**src/rtl/dircc_rts_arbiter.sv**
```systemverilog
// Ready-to-send handler: registers per-port RTS flags and offers one pending port
// per transaction to the send engine, round-robin, with a saturating completion count.
module dircc_rts_arbiter #(
  parameter int NUM_PORTS         = 4,
  parameter int PORT_IDX_WIDTH    = $clog2(NUM_PORTS),
  parameter int ADDRESS_MEM_WIDTH = 32,
  parameter int COUNT_WIDTH       = 16
) (
  input  logic                         clk,
  input  logic                         reset_n,
  input  logic                         state_valid,
  input  logic [ADDRESS_MEM_WIDTH-1:0] address,
  input  logic                         dev_running,
  input  logic [NUM_PORTS-1:0]         rts_flags,
  output logic [NUM_PORTS-1:0]         rts_ready,
  output logic                         send_valid,
  output logic [PORT_IDX_WIDTH-1:0]    send_port,
  output logic [ADDRESS_MEM_WIDTH-1:0] send_address,
  input  logic                         send_ready,
  input  logic                         send_done,
  output logic                         busy,
  output logic [COUNT_WIDTH-1:0]       sent_count,
  output logic [1:0]                   state_dbg
);

  typedef enum logic [1:0] {
    IDLE      = 2'd0,
    OFFER     = 2'd1,
    WAIT_DONE = 2'd2
  } state_e;

  state_e state_q, state_d;

  logic [NUM_PORTS-1:0]         rts_ready_q, rts_ready_d;
  logic                         send_valid_q, send_valid_d;
  logic [PORT_IDX_WIDTH-1:0]    send_port_q, send_port_d;
  logic [ADDRESS_MEM_WIDTH-1:0] send_address_q, send_address_d;
  logic [PORT_IDX_WIDTH-1:0]    last_grant_q, last_grant_d;
  logic [COUNT_WIDTH-1:0]       sent_count_q, sent_count_d;

  logic                         start;
  logic                         found;
  logic [PORT_IDX_WIDTH-1:0]    winner;
  logic [PORT_IDX_WIDTH-1:0]    idx;

  assign start = (state_q == IDLE) && state_valid && dev_running && (|rts_flags);

  // Search starts one past the last grant and wraps, so a lone flag always wins.
  always_comb begin
    winner = '0;
    found  = 1'b0;
    idx    = '0;
    for (int i = 1; i <= NUM_PORTS; i++) begin
      idx = PORT_IDX_WIDTH'((int'(last_grant_q) + i) % NUM_PORTS);
      if (!found && rts_flags[idx]) begin
        winner = idx;
        found  = 1'b1;
      end
    end
  end

  always_ff @(posedge clk or negedge reset_n) begin
    if (!reset_n) state_q <= IDLE;
    else          state_q <= state_d;
  end

  always_comb begin
    state_d = state_q;
    case (state_q)
      IDLE:      if (start)      state_d = OFFER;
      OFFER:     if (send_ready) state_d = WAIT_DONE;
      WAIT_DONE: if (send_done)  state_d = IDLE;
      default:                   state_d = IDLE;
    endcase
  end

  always_comb begin
    busy      = (state_q != IDLE);
    state_dbg = state_q;
  end

  // Handshake: an offer is raised with send_valid and held (port and address frozen)
  // until the cycle send_valid && send_ready is sampled; it is never withdrawn early.
  always_comb begin
    rts_ready_d    = state_valid ? (rts_flags & {NUM_PORTS{dev_running}}) : rts_ready_q;
    send_valid_d   = send_valid_q;
    send_port_d    = send_port_q;
    send_address_d = send_address_q;
    last_grant_d   = last_grant_q;
    sent_count_d   = sent_count_q;
    if (start) begin
      send_valid_d   = 1'b1;
      send_port_d    = winner;
      send_address_d = address;
    end
    if (state_q == OFFER && send_valid_q && send_ready) begin
      send_valid_d = 1'b0;
      last_grant_d = send_port_q;
    end
    if (state_q == WAIT_DONE && send_done && sent_count_q != {COUNT_WIDTH{1'b1}}) begin
      sent_count_d = sent_count_q + 1'b1;
    end
  end

  always_ff @(posedge clk or negedge reset_n) begin
    if (!reset_n) begin
      rts_ready_q    <= '0;
      send_valid_q   <= 1'b0;
      send_port_q    <= '0;
      send_address_q <= '0;
      last_grant_q   <= PORT_IDX_WIDTH'(NUM_PORTS - 1);
      sent_count_q   <= '0;
    end else begin
      rts_ready_q    <= rts_ready_d;
      send_valid_q   <= send_valid_d;
      send_port_q    <= send_port_d;
      send_address_q <= send_address_d;
      last_grant_q   <= last_grant_d;
      sent_count_q   <= sent_count_d;
    end
  end

  assign rts_ready    = rts_ready_q;
  assign send_valid   = send_valid_q;
  assign send_port    = send_port_q;
  assign send_address = send_address_q;
  assign sent_count   = sent_count_q;

endmodule

```
**config.mk**
```make
export PLATFORM = sky130hd
export DESIGN_NAME = dircc_rts_arbiter
export DESIGN_NICKNAME = d
export VERILOG_FILES = /design/src/rtl/dircc_rts_arbiter.sv
export SDC_FILE = /design/constraint.sdc
export NUM_CORES = 1
export LEC_CHECK = 0
export ABC_CLOCK_PERIOD_IN_PS = 2200
export CELL_PAD_IN_SITES_DETAIL_PLACEMENT = 1
export CELL_PAD_IN_SITES_GLOBAL_PLACEMENT = 1
export CORE_AREA = 2 2 91 93
export CTS_CLUSTER_DIAMETER = 50
export DETAILED_ROUTE_END_ITERATION = 16
export DIE_AREA = 0 0 93 95
export PLACE_DENSITY = 0.88
export SKIP_CTS_REPAIR_TIMING = 1
export SYNTH_ARGS = -nofsm -noshare
export SYNTH_HDL_FRONTEND = slang
export SYNTH_SLANG_ARGS = --single-unit
```
**constraint.sdc**
```tcl
create_clock -name clk -period 2.2 [get_ports clk]
set_input_delay 0.22 -clock clk [delete_from_list [all_inputs] [get_ports clk]]
set_output_delay 0.22 -clock clk [all_outputs]
set_load 0.05 [all_outputs]
```
==> results.md <==
- Fmax achieved: 494 MHz
- Vias in the first global route: 2128
- Diode count: 0
- Core area: 0.00793 mm2
- Largest net degree at the start of global routing: 37
- Flop-to-flop setup slack: 370 ps
- CP required: 1980 ps
- TritonCTS buffer count: 9
- Worst slew pin tran: 776 ps
- H-tree depth: 3
- Pre-antenna DRT Iters: 4
- Count of different cell masters after synthesis: 37
- WL final: 6330 um
- Die H: 95 um
- WHS: -29.5 ps
- Failing checks: negative hold slack
- Period utilization: 92.0%
- Final instance area: 0.00383 mm2
- Worst Hold Class: input pin to async pin
- DRT antenna net count: 0
- Worst skew pair latency: 330 ps
- Worst-path fanout max: 7
- Share of cells above drive strength 1: 20.7%
- DR vias: 1924
- GPL Wtd Cong: 0.761
- Initial DRC count: 50
- Clock Tree Buf Depth: 2
- Status: complete, but fails checks
- RSZ-0062 raised after global routing: false
- Post-Syn Area: 0.00250 mm2
- Site Rows: 33
- Rel. slew slack: 48.2%
- Max IR drop VDD: 522 uV
- Clock Pin Slew Worst Setup and Hold Paths: 60 ps
- Syn Nets: 231
- Total track usage: 15.4%
- Min Tclk post-route: 2020 ps
- Setup CP Type: flop to primary output
- Fin Setup TNS: 0 ps
- Data arrival, critical path: 1800 ps
- Vias/cell: 4.70
- Leak: 1.61 nW
- Area post-placement: 0.00362 mm2
- Mapped Cells: 188
- Initial antenna violation count: 0
- Nets: 342
- Die footprint: 0.00884 mm2
- Die width: 93 um
- First-pass GRT wire length: 10200 um
- Post-route DRC: 0
- Routed wire length per instance: 15.5 um
- CP Launch Type: flop
- Post-DP HPWL: 4820 um
- MaxCap Viol Count: 0
- Port Buffer Count: 99
- CTS Root Cell: clkbuf_8
- Power Dens Cells: 1280 mW/mm2
- Layout area overhead: 53.0%
- Initial core utilization: 31.6%
- Final slew viol count: 0
- Yosys synthesis warning count: 0
- Final setup viols: 0
- CTS tree: yes
- Post-synthesis register bit count: 59
- Clock sink total: 59
- Sequential area share after synthesis: 59.1%
- Top Ports: 100
- Syn Area/Cell: 13.3 um2
- Final hold violation count: 32
- Clk_skew: 6.71 ps
- CP endpoint kind: primary output
- GRT Residual Overflow: 0
[registers in the layout (all words and copies together), names as in the netlist]
name	flops
last_grant_q	2
rts_ready	4
send_address	32
send_port	2
send_valid	1
sent_count	16
state_dbg	2
[cell usage after synthesis (all sizes together)]
cell    count  area share, %
a21oi       3           0.60
a31oi       1           0.25
and3        2           0.50
and4        1           0.35
buf         5            1.7
dfrtp      57             57
dfstp       2            2.1
ha          1           0.50
inv         6           0.90
mux2       37             17
mux2i       1           0.40
nand2       7            1.1
nand2b      3           0.75
nand3      10            2.0
nand3b      1           0.45
nand4       5            1.3
nor2        4           0.60
nor2b       1           0.25
nor3        6            1.7
nor3b       2           0.60
nor4        5            1.5
nor4b       1           0.35
o21a        1           0.30
o21ai       4           0.80
o221ai      1           0.35
o22ai       1           0.25
or2         2           0.60
or2b        1           0.30
or3         2           0.70
xnor2       5            1.7
xor2       10            3.5
[cell type report]
class                   instances  area, um2
flip-flops and latches         59       1480
well taps                     105        131
clock buffers                  14        173
inverters                       6       22.5
fillers                       859       4100
repair buffers                105       1030
multi-input cells             118        957
clock inverters                 2       35.0
[placed cells by master, fill, tap and decap left out, types with 2 or more instances in the layout]
cell type / n
clkdlybuf4s50_1: 98
dfrtp_1: 57
mux2_2: 34
clkbuf_8: 12
nand3_1: 10
xor2_1: 10
nand2_1: 7
inv_1: 6
buf_4: 6
nand4_1: 5
nor3_1: 5
xnor2_1: 5
nor4_1: 4
nor2_1: 4
o21ai_0: 4
mux2_1: 3
a21oi_1: 3
nand2b_1: 3
and3_1: 2
nor3b_1: 2
clkbuf_1: 2
dfstp_2: 2
[where the power goes]
| part | switching (W) | internal (W) |
|---|---|---|
| Sequential | 0.000224 | 0.00141 |
| Combinational | 0.00141 | 0.000844 |
| Clock | 0.000388 | 0.000615 |
| Total | 0.00202 | 0.00287 |
[path summary, 6_finish.rpt]
kind,startpoint,end,depth (start not counted)
max,state_dbg[1],busy,2
max in group asynchronous,reset_n,sent_count[0],2
min in group clk,address[17],send_address[17],2
min,reset_n,send_port[1],1
max reg2reg,state_dbg[1],send_address[10],4
min reg2reg,send_address[17],send_address[17],1
[critical path, stage by stage (launching register included)]
cell and delay [ps]:
dfrtp_1 460, or2_4 300, clkdlybuf4s50_1 710
[cells by family after synthesis]
family	synth area share, %
AO/OA/AOI/OAI	2.55
XOR/XNOR	5.25
adder cells (fa/ha/maj)	0.500
buffers and inverters	2.65
flip-flops	59.1
multiplexers	17.1
AND/OR/NAND/NOR	12.9
[metrics by stage]
step / setup WS, ps / util (%) / power, W / hold WS, ps / std cells
finish: 176 / 48.3 / 0.00489 / -29.5 / 409
global route: 118 / 48.3 / 0.00512 / 14.9 / 409
CTS: 154 / 48.3 / 0.00496 / -10.4 / 409
detailed placement: 141 / 45.7 / 0.00393 / 354 / 393
global placement: 269 / 45.7 / 0.00385 / 346 / 393
floorplan: 142 / - / 0.00308 / -75.6 / 188
[routing by layer]
metal  routed length [um]  up-vias  global-route usage (%)
li1                     -      886                       -
met1                 2520      964                    17.5
met2                 3390       62                    26.6
met3                  302       12                    3.99
met4                  113        0                    8.33
met5                    0        -                       0
(Power assumes the default switching activity.)
